## src/rtl/pipe_ctrl_pkg.sv

```systemverilog
// Shared types and constants for the RV32I pipeline hazard controller.
package pipe_ctrl_pkg;

    typedef enum logic [1:0] {
        ST_RUN           = 2'd0,
        ST_MEM_WAIT      = 2'd1,
        ST_MEM_WAIT_PEND = 2'd2
    } ctrl_state_e;

    typedef enum logic [1:0] {
        FWD_RF  = 2'b00,
        FWD_WB  = 2'b01,
        FWD_MEM = 2'b10
    } fwd_sel_e;

    localparam logic [4:0] REG_X0 = 5'd0;

endpackage

```

## src/rtl/pipe_hazard_ctrl_fwd_unit.sv

```systemverilog
// Operand forwarding select for one EX source register; the younger MEM result wins over WB.
module fwd_unit
    import pipe_ctrl_pkg::*;
(
    input  logic [4:0] ex_rs,
    input  logic [4:0] mem_rd,
    input  logic       mem_regwrite,
    input  logic [4:0] wb_rd,
    input  logic       wb_regwrite,
    output logic [1:0] sel
);

    always_comb begin
        sel = FWD_RF;
        // x0 is hardwired to zero, so a write to it must never be forwarded
        if (mem_regwrite && (mem_rd != REG_X0) && (mem_rd == ex_rs)) begin
            sel = FWD_MEM;
        end else if (wb_regwrite && (wb_rd != REG_X0) && (wb_rd == ex_rs)) begin
            sel = FWD_WB;
        end
    end

endmodule

```

## src/rtl/pipe_hazard_ctrl.sv

```systemverilog
// Stall/flush/forward sequencing for the 5-stage pipeline, holding EX mispredicts that
// arrive during a data-memory wait until the wait ends, plus saturating perf counters.
module pipe_hazard_ctrl
    import pipe_ctrl_pkg::*;
#(
    parameter int XLEN  = 32,
    parameter int CNT_W = 32
) (
    input  logic            clk,
    input  logic            rst,
    input  logic [4:0]      id_rs1,
    input  logic [4:0]      id_rs2,
    input  logic            id_use_rs1,
    input  logic            id_use_rs2,
    input  logic [4:0]      ex_rs1,
    input  logic [4:0]      ex_rs2,
    input  logic [4:0]      ex_rd,
    input  logic            ex_is_load,
    input  logic            ex_mispredict,
    input  logic [XLEN-1:0] ex_target,
    input  logic [4:0]      mem_rd,
    input  logic [4:0]      wb_rd,
    input  logic            mem_regwrite,
    input  logic            wb_regwrite,
    input  logic            mem_req,
    input  logic            dmem_ready,
    output logic            pc_stall,
    output logic            if_id_stall,
    output logic            id_ex_stall,
    output logic            ex_mem_stall,
    output logic            if_id_flush,
    output logic            id_ex_flush,
    output logic            mem_wb_bubble,
    output logic [1:0]      fwd_a,
    output logic [1:0]      fwd_b,
    output logic            redirect_valid,
    output logic [XLEN-1:0] redirect_pc,
    output logic [CNT_W-1:0] stall_cnt,
    output logic [CNT_W-1:0] flush_cnt
);

    ctrl_state_e     state, state_nxt;
    logic [XLEN-1:0] pend_target, pend_nxt;
    logic [1:0]      fwd_a_raw, fwd_b_raw;
    logic            mem_wait;
    logic            load_use;

    fwd_unit u_fwd_a (
        .ex_rs        (ex_rs1),
        .mem_rd       (mem_rd),
        .mem_regwrite (mem_regwrite),
        .wb_rd        (wb_rd),
        .wb_regwrite  (wb_regwrite),
        .sel          (fwd_a_raw)
    );

    fwd_unit u_fwd_b (
        .ex_rs        (ex_rs2),
        .mem_rd       (mem_rd),
        .mem_regwrite (mem_regwrite),
        .wb_rd        (wb_rd),
        .wb_regwrite  (wb_regwrite),
        .sel          (fwd_b_raw)
    );

    assign mem_wait = mem_req & ~dmem_ready;
    assign load_use = ex_is_load && (ex_rd != REG_X0) &&
                      ((id_use_rs1 && (id_rs1 == ex_rd)) ||
                       (id_use_rs2 && (id_rs2 == ex_rd)));

    // Outputs are forced low for the whole time rst is held, even though they are combinational
    assign fwd_a = rst ? 2'b00 : fwd_a_raw;
    assign fwd_b = rst ? 2'b00 : fwd_b_raw;

    always_comb begin
        state_nxt      = state;
        pend_nxt       = pend_target;
        pc_stall       = 1'b0;
        if_id_stall    = 1'b0;
        id_ex_stall    = 1'b0;
        ex_mem_stall   = 1'b0;
        if_id_flush    = 1'b0;
        id_ex_flush    = 1'b0;
        mem_wb_bubble  = 1'b0;
        redirect_valid = 1'b0;
        redirect_pc    = '0;
        if (!rst) begin
            if (mem_wait) begin
                pc_stall      = 1'b1;
                if_id_stall   = 1'b1;
                id_ex_stall   = 1'b1;
                ex_mem_stall  = 1'b1;
                mem_wb_bubble = 1'b1;
                // EX is frozen, so a mispredict seen now is parked until the wait ends
                if (state != ST_MEM_WAIT_PEND) begin
                    if (ex_mispredict) begin
                        state_nxt = ST_MEM_WAIT_PEND;
                        pend_nxt  = ex_target;
                    end else begin
                        state_nxt = ST_MEM_WAIT;
                    end
                end
            end else if (state == ST_MEM_WAIT_PEND) begin
                state_nxt      = ST_RUN;
                redirect_valid = 1'b1;
                redirect_pc    = pend_target;
                if_id_flush    = 1'b1;
                id_ex_flush    = 1'b1;
            end else begin
                state_nxt = ST_RUN;
                if (ex_mispredict) begin
                    redirect_valid = 1'b1;
                    redirect_pc    = ex_target;
                    if_id_flush    = 1'b1;
                    id_ex_flush    = 1'b1;
                end else if (load_use) begin
                    pc_stall    = 1'b1;
                    if_id_stall = 1'b1;
                    id_ex_flush = 1'b1;
                end
            end
        end
    end

    always_ff @(posedge clk or posedge rst) begin
        if (rst) begin
            state       <= ST_RUN;
            pend_target <= '0;
        end else begin
            state       <= state_nxt;
            pend_target <= pend_nxt;
        end
    end

    // Only redirect-driven flushes are counted; load-use bubbles are excluded
    always_ff @(posedge clk or posedge rst) begin
        if (rst) begin
            stall_cnt <= '0;
            flush_cnt <= '0;
        end else begin
            if (pc_stall && (stall_cnt != {CNT_W{1'b1}})) begin
                stall_cnt <= stall_cnt + CNT_W'(1);
            end
            if (redirect_valid && (flush_cnt != {CNT_W{1'b1}})) begin
                flush_cnt <= flush_cnt + CNT_W'(1);
            end
        end
    end

endmodule

```

## config.mk

```make
export PLATFORM = sky130hd
export DESIGN_NAME = pipe_hazard_ctrl
export DESIGN_NICKNAME = d
export VERILOG_FILES = /design/src/rtl/pipe_ctrl_pkg.sv /design/src/rtl/pipe_hazard_ctrl_fwd_unit.sv /design/src/rtl/pipe_hazard_ctrl.sv
export SDC_FILE = /design/constraint.sdc
export NUM_CORES = 1
export LEC_CHECK = 0
export CAP_MARGIN = 25
export CORE_MARGIN = 3
export CORE_UTILIZATION = 46
export DETAILED_ROUTE_END_ITERATION = 10
export GPL_TIMING_DRIVEN = 0
export HOLD_SLACK_MARGIN = 0.03
export PLACE_DENSITY = 0.87
export SLEW_MARGIN = 5
export SYNTH_ARGS = -nofsm -noshare
export SYNTH_HDL_FRONTEND = slang
export SYNTH_SLANG_ARGS = --single-unit
```

## constraint.sdc

```tcl
create_clock -name clk -period 5.68 [get_ports clk]
set_clock_uncertainty 0.15 [all_clocks]
set_input_delay 0.852 -clock clk [delete_from_list [all_inputs] [get_ports clk]]
set_output_delay 0.852 -clock clk [all_outputs]
set_load 0.01 [all_outputs]
```

==> summary.txt, run 1 <==
Outcome
  – Status: completed

STA
  – Final setup viols: 0
  – Worst Max-Slew Pin Slew: 717.5 ps
  – Final min period: 4516 ps
  – RSZ-0062 raised after global routing: false
  – Post-route clock period utilization: 0.7950
  – Max Slew Vio Count: 0
  – Final hold violation count: 0
  – Slew HR: 0.5172
  – Max Fclk: 0.2215 GHz
  – Smallest hold slack: 341.5 ps

Clock network
  – CTS Root Cell: clkbuf_16
  – CTS buffer count: 9
  – Postcts setup bufs: 0
  – CTS HTree Levels: 3
  – Bufs on Longest Clock Path: 2
  – Post_cts resized: 0
  – Clock Sink Count: 98
  – Hold bufs inserted after CTS: 0
  – Clock slew at reported path FFs: 60 ps
  – Clock latency on the worst-skew pair: 350 ps
  – CTS tree: done

Pwr
  – Lkg Pwr: 3.210 nW
  – Power Density: 250.4 nW/µm²
  – Maximum VDD drop: 0.3047 mV

Detailed routing
  – First-pass DRT Iterations: 5
  – Drt total wl: 15750 µm
  – Vias per cell: 5.613
  – ANT nets after route: 0
  – Wire length per cell: 17.87 µm
  – Vias: 4945
  – DR iter-0 viols: 357
  – Residual DRC: 0

Floorplanning
  – Floorplan row count: 38
  – Die height: 114.5 µm
  – Num ports: 185
  – Full die area: 13100 µm²
  – Initial cell density of the core: 0.4842
  – Core Area: 11170 µm²
  – Die width: 114.5 µm

Critical path
  – Crit path kind: in -> out
  – Reg-to-reg critical path endpoint: stall_cnt[8]
  – Setup crit end: fwd_b[0]
  – CP required: 4680 ps
  – R2r startpoint: stall_cnt[0]
  – Crit path DAT: 3510 ps
  – R2R depth: 9
  – Reg2Reg Setup Slack: 3290 ps
  – Crit Path Max Fanout: 52
  – Worst Setup End Kind: output port
  – Startpoint Class: input pin
  – Critical Path Start: rst

Finish
  – # nets final: 815
  – # diodes: 0
  – Final instance area: 7721 µm²
  – Most frequent cells in the layout: 182 x clkdlybuf4s50_1, 98 x dfrtp_1, 65 x nand2_1, 59 x nand3_1, 49 x xor2_1
  – Final cell count without fillers: 881
  – Fillcell total: 839
  – Commonest non-fill, non-tap cell in the layout: clkdlybuf4s50_1
  – Share of layout cells above drive strength 1: 0.1134
  – Area added between synthesis and finish: 42.72%
  – Post-layout util: 0.6910

Global routing
  – GR Layer Usage met3: 0.07664
  – Top Usage Layer GRT: met2
  – Routing usage on met2: 0.4237
  – Number of global-route vias before repair: 5128
  – Initial antenna violation count: 0
  – Largest net degree at the start of global routing: 53
  – Overflow after GRT: 0
  – M1 GR Usage: 0.2920
  – First-pass GRT wire length: 25560 µm
  – Global-route usage over all layers: 0.2453

Placed design
  – Placer Congestion: 0.8322
  – Placed cell count: 865
  – Hpwl dp: 12170 µm
  – Placed cell areas: 7437 µm²
  – I/O Buffers: 182

Logic synthesis
  – Yosys cell types: 50
  – Synth warnings: 0
  – Synthesized flop and latch total: 98
  – Post-synth net total: 621
  – Netlist Area Pre-Place: 5410 µm²
  – Mapped Cells: 542
  – FFs w/ async S/R, synth: 1.000
  – Average cell area after synthesis: 9.982 µm²
  – Prevailing post-synth register cell: dfrtp_1
  – Sequential cell area fraction in the yosys report: 0.4533
  – Number of synthesized flops with an enable pin: 0

Flow run
  – Max-cap violations: 0

Min path
  – Hold Crit Class: reg -> reg
  – Worst hold path depth: 1
==> metal layers <==
metal	wire, µm	vias to the layer above
met5	0	-
met4	267	0
met3	1246	27
met2	8158	206
met1	6073	2430
li1	-	2282
==> worst min-delay path by stage <==
stage               startpoint              end  slack, ps
2_1_floorplan  pend_target[10]  pend_target[10]        330
3_3_place_gp     stall_cnt[21]    stall_cnt[21]        320
3_5_place_dp     flush_cnt[15]    flush_cnt[15]        340
4_1_cts          flush_cnt[15]    flush_cnt[15]        350
5_1_grt         pend_target[5]   pend_target[5]        370
6_report         flush_cnt[15]    flush_cnt[15]        340
==> sequential cells by signal, indices dropped and copies added, names as in the netlist <==
signal	count
flush_cnt	32
stall_cnt	32
pend_target	32
state	2
==> final cells by class <==
type                            instances  area [µm²]  share of cell area
Buffer                                 29       160.2             0.02074
Clock buffer                           14       274.0             0.03549
Clock inverter                          2       10.01            0.001296
Inverter                                9       36.28            0.004699
Multi-Input combinational cell        406        2764              0.3580
Sequential cell                        98        2452              0.3176
Tap cell                              140       175.2             0.02269
Timing Repair Buffer                  183        1849              0.2395
==> power by group <==
| part | total (mW) | switching (mW) | internal (mW) |
|---|---|---|---|
| Clock | 0.588 | 0.256 | 0.332 |
| Combinational | 0.456 | 0.198 | 0.259 |
| Sequential | 0.889 | 0.0911 | 0.798 |
==> cells by family after synthesis <==
group	synth area share
DFF	0.4533
xor gates and xnor gates	0.1489
muxes	0.07146
adders and majority gates	0.004625
AOI/OAI and AO/OA	0.05180
buffers and inverters	0.03585
and+or+nand+nor	0.2340
==> per-stage QoR <==
step	total power [mW]	setup TNS [ps]	setup slack [ps]
after detailed placement	1.356	0	1143
after CTS	1.946	0	1122
after global placement	1.331	-52290	-1502
after global routing	2.025	0	899.9
after floorplan	1.106	0	307.9
final	1.934	0	1164
==> synthesized netlist by cell type (2+ instances only) <==
cell	count	area (µm²)
buf_6	3	33.78
nor4_1	12	75.07
and4_1	7	61.31
nand4_1	16	100.1
nand2_1	65	244.0
nor3_2	2	20.02
inv_1	9	33.78
nor3_1	20	100.1
buf_4	5	37.54
nand3_1	59	295.3
mux2_2	33	371.6
xnor2_1	43	376.6
or4_1	5	37.54
and3_1	8	50.05
nor3b_1	2	15.01
nor2b_1	2	12.51
clkbuf_1	10	37.54
nand2b_1	2	12.51
xor2_1	49	429.2
nor4_2	2	25.02
a21oi_1	35	175.2
dfrtp_1	98	2452
nor2_1	18	67.56
buf_1	3	11.26
ha_1	2	25.02
buf_2	8	40.04
==> critical path, cell delays in order <==
cell	delay (ps)
clkbuf_1	230
inv_4	560
buf_16	320
o211ai_1	160
or4_1	540
nor4_1	230
clkdlybuf4s50_1	600
Note: power is estimated with default switching activity, not from simulation.
==> inputs of run 2 (changes only) <==
--- a/config.mk
+++ b/config.mk
@@ -7,11 +7,11 @@
 export LEC_CHECK = 0
 export CAP_MARGIN = 25
 export CORE_MARGIN = 3
-export CORE_UTILIZATION = 46
+export CORE_UTILIZATION = 42
 export DETAILED_ROUTE_END_ITERATION = 10
 export GPL_TIMING_DRIVEN = 0
 export HOLD_SLACK_MARGIN = 0.03
-export PLACE_DENSITY = 0.87
+export PLACE_DENSITY = 0.84
 export SLEW_MARGIN = 5
 export SYNTH_ARGS = -nofsm -noshare
 export SYNTH_HDL_FRONTEND = slang
==> constraint.sdc (replaced) <==
create_clock -name clk -period 3.7 [get_ports clk]
set_clock_uncertainty 0.15 [all_clocks]
set_input_delay 0.555 -clock clk [delete_from_list [all_inputs] [get_ports clk]]
set_output_delay 0.555 -clock clk [all_outputs]
set_load 0.01 [all_outputs]
==> run 2 against run 1 <==
Net effect:
- total power grew 64%
- cell count increased by 4.1%
- global-route usage shrank 2.3 points
- routed wire length increased by 1.4%
- register-to-register slack got worse by 2000 ps
- clock-buffer cell count fell by 4
- non-clock buffer count grew 7
- sequential share of layout area is 0.97 points lower
- sequential power rose by 54%
- first-iteration DRC count grew 7.6%
- largest cell class unchanged
- largest power group unchanged
==> summary.txt, run 2 (same netlist as run 1, synthesis figures left out) <==
Critical path
  – Startpoint Class: input pin (unchanged)
  – Crit Path Max Fanout: 5 (was 52)
  – Top delay family on crit path: buffers and inverters (unchanged)
  – Crit path largest cell delay: 550 ps (was 600 ps)
  – Worst Path Buf+Inv: 5 (was 4)
  – Most used cell, CP: clkdlybuf4s50_1
  – Slowest cell on crit path: or4_1 (was clkdlybuf4s50_1)
  – Crit path kind: in -> out (unchanged)
  – CP required: 2990 ps (was 4680 ps)
  – Critical Path Start: ex_rd[2] (was rst)
  – Cell Chain, Critical Path: clkdlybuf4s50_1 > or4_1 > o21a_1 > a31oi_4 > buf_6 > inv_1 > buf_4 > clkdlybuf4s50_1 (was clkbuf_1 > inv_4 > buf_16 > o211ai_1 > or4_1 > nor4_1 > clkdlybuf4s50_1)
  – R2r startpoint: stall_cnt[0] (unchanged)
  – Crit path DAT: 2850 ps (was 3510 ps)
  – Worst Setup End Kind: output port (unchanged)

Detailed routing
  – Residual DRC: 0 (unchanged)
  – Wire length per cell: 17.42 µm (was 17.87 µm)
  – DR iter-0 viols: 384 (was 357)
  – Vias: 4970 (was 4945)
  – First-pass DRT Iterations: 4 (was 5)
  – ANT nets after route: 0 (unchanged)
  – Vias per cell: 5.420 (was 5.613)
  – Drt total wl: 15970 µm (was 15750 µm)

Pwr
  – Clk pwr share: 0.342 (was 0.304)
  – Part of the power in registers: 0.430 (was 0.460)
  – P_sw: 0.8763 mW (was 0.5450 mW)
  – Lkg Pwr: 3.293 nW (was 3.210 nW)
  – Power Density: 398.6 nW/µm² (was 250.4 nW/µm²)
  – Combinational share of power: 0.227 (was 0.236)
  – Sw Share: 0.2760 (was 0.2819)
  – Maximum VDD drop: 0.2938 mV (was 0.3047 mV)
  – Cell internal pwr: 2.298 mW (was 1.389 mW)

Finish
  – Most frequent cells in the layout: 182 x clkdlybuf4s50_1, 98 x dfrtp_1, 65 x nand2_1, 59 x nand3_1, 49 x xor2_1 (unchanged)
  – Area added between synthesis and finish: 47.22% (was 42.72%)
  – Largest registers: flush_cnt: 32 flops, pend_target: 32 flops, stall_cnt: 32 flops (unchanged)
  – Final instance area: 7965 µm² (was 7721 µm²)
  – Register area: 2452 µm² (unchanged)
  – Multi-input gate area: 2789 µm² (was 2764 µm²)
  – Share of layout cells above drive strength 1: 0.1362 (was 0.1134)
  – # diodes: 0 (unchanged)
  – Fillcell total: 981 (was 839)
  – # nets final: 823 (was 815)
  – Commonest non-fill, non-tap cell in the layout: clkdlybuf4s50_1 (unchanged)

STA
  – Max Slew Vio Count: 0 (unchanged)
  – Setup ws final: 141.5 ps (was 1164 ps)
  – Post-route clock period utilization: 0.9617
  – Max Fclk: 0.2810 GHz
  – Slew HR: 0.5541 (was 0.5172)
  – RSZ-0062 raised after global routing: false (unchanged)
  – Worst Max-Slew Pin Slew: 662.8 ps (was 717.5 ps)
  – Final min period: 3558 ps
  – Final setup viols: 0 (unchanged)
  – Final hold violation count: 0 (unchanged)

Outcome
  – Status: completed (unchanged)

Global routing
  – Top Usage Layer GRT: met2 (unchanged)
  – M1 GR Usage: 0.2710 (was 0.2920)
  – First-pass GRT wire length: 25820 µm (was 25560 µm)
  – Largest net degree at the start of global routing: 44 (was 53)
  – Initial antenna violation count: 0 (unchanged)
  – Number of global-route vias before repair: 5195 (was 5128)
  – Overflow after GRT: 0 (unchanged)
  – Routing usage on met2: 0.3888 (was 0.4237)
  – GR Layer Usage met3: 0.04948 (was 0.07664)
  – Global-route usage over all layers: 0.2224 (was 0.2453)

Floorplanning
  – Initial cell density of the core: 0.4394 (was 0.4842)
  – Die height: 119.5 µm (was 114.5 µm)
  – Core Area: 12310 µm² (was 11170 µm²)
  – Die width: 119.5 µm (was 114.5 µm)
  – Floorplan row count: 40 (was 38)
  – Full die area: 14280 µm² (was 13100 µm²)
  – Num ports: 185 (unchanged)

Clock network
  – Bufs on Longest Clock Path: 2 (unchanged)
  – CTS HTree Levels: 3 (unchanged)
  – CTS tree: done (unchanged)
  – CTS Root Cell: clkbuf_16 (unchanged)
  – Clock Sink Count: 98 (unchanged)
  – CTS buffer count: 9 (unchanged)
  – Clock slew at reported path FFs: 70 ps (was 60 ps)
  – Clock latency on the worst-skew pair: 350 ps (about the same)

Placed design
  – Placed cell areas: 7552 µm² (was 7437 µm²)
  – I/O Buffers: 182 (unchanged)
  – Placement Setup Slack: -68.43 ps (was 1143 ps)
  – Hpwl dp: 12260 µm (was 12170 µm)
  – Placer Congestion: 0.8697 (was 0.8322)

Flow run
  – Max-cap violations: 0 (unchanged)

Min path
  – Hold Crit Class: in -> async (was reg -> reg)
run 2: cell types whose count changed in the layout (fill, tap and decap cells not counted), sizes merged:
cell / delta
bufinv: +3
clkbuf: -4
inv: -1
dlygate4sd3: +1
clkinvlp: +3
buf: +6
run 2: layout make-up:
class / count / share of cell area
Multi-Input combinational cell: 406 / 0.3501
Buffer: 29 / 0.02733
Inverter: 9 / 0.004713
Sequential cell: 98 / 0.3079
Timing Repair inverter: 1 / 0.0006283
Timing Repair Buffer: 190 / 0.2397
Tap cell: 168 / 0.02639
Clock buffer: 10 / 0.02875
Clock inverter: 6 / 0.01445
run 2: timing repair:
item,4_1_cts,5_1_grt
gates cloned,0,1
pin swaps,0,1
endpoints found under the setup margin,3,3
hold buffers,0,1
setup buffers,0,5
hold endpoints to repair,0,1
gates resized for setup,3,2
run 2: worst paths after layout:
path / to / slack (ps) / depth (start not counted)
worst max register to register: stall_cnt[18] / 1300 / 9
min in group clk: flush_cnt[19] / 350 / 1
worst min register to register: flush_cnt[19] / 350 / 1
worst min-delay path: pend_target[13] / 110 / 2
worst max-delay path: pc_stall / 140 / 8
max in group asynchronous: pend_target[1] / 2720 / 3
run 2: per-stage QoR:
stage	setup TNS [ps]	total power, mW	utilization	hold WS [ps]	cells
after floorplan	-2954	1.707	-	329.3	542
after global placement	-55910	2.051	0.6102	322.7	892
after detailed placement	-188.8	2.095	0.6134	331.3	894
after CTS	0	3.177	0.6419	160.8	910
after global routing	0	3.302	0.6470	145.2	917
final	0	3.175	0.6470	109.2	917
run 2: per-layer routing:
layer	wire length, µm	vias to the layer above
met2	8142	197
met1	6627	2433
met3	883	32
met5	0	-
li1	-	2308
met4	320	0
run 2: power by group through the flow:
| stage | Sequential [mW] | Combinational, mW | Clock [mW] |
|---|---|---|---|
| global placement | 1.37 | 0.683 | 0 |
| detailed placement | 1.38 | 0.716 | 0 |
| CTS | 1.36 | 0.722 | 1.09 |
| finish | 1.37 | 0.722 | 1.09 |
| floorplan | 1.37 | 0.332 | 0 |
| global route | 1.39 | 0.781 | 1.13 |
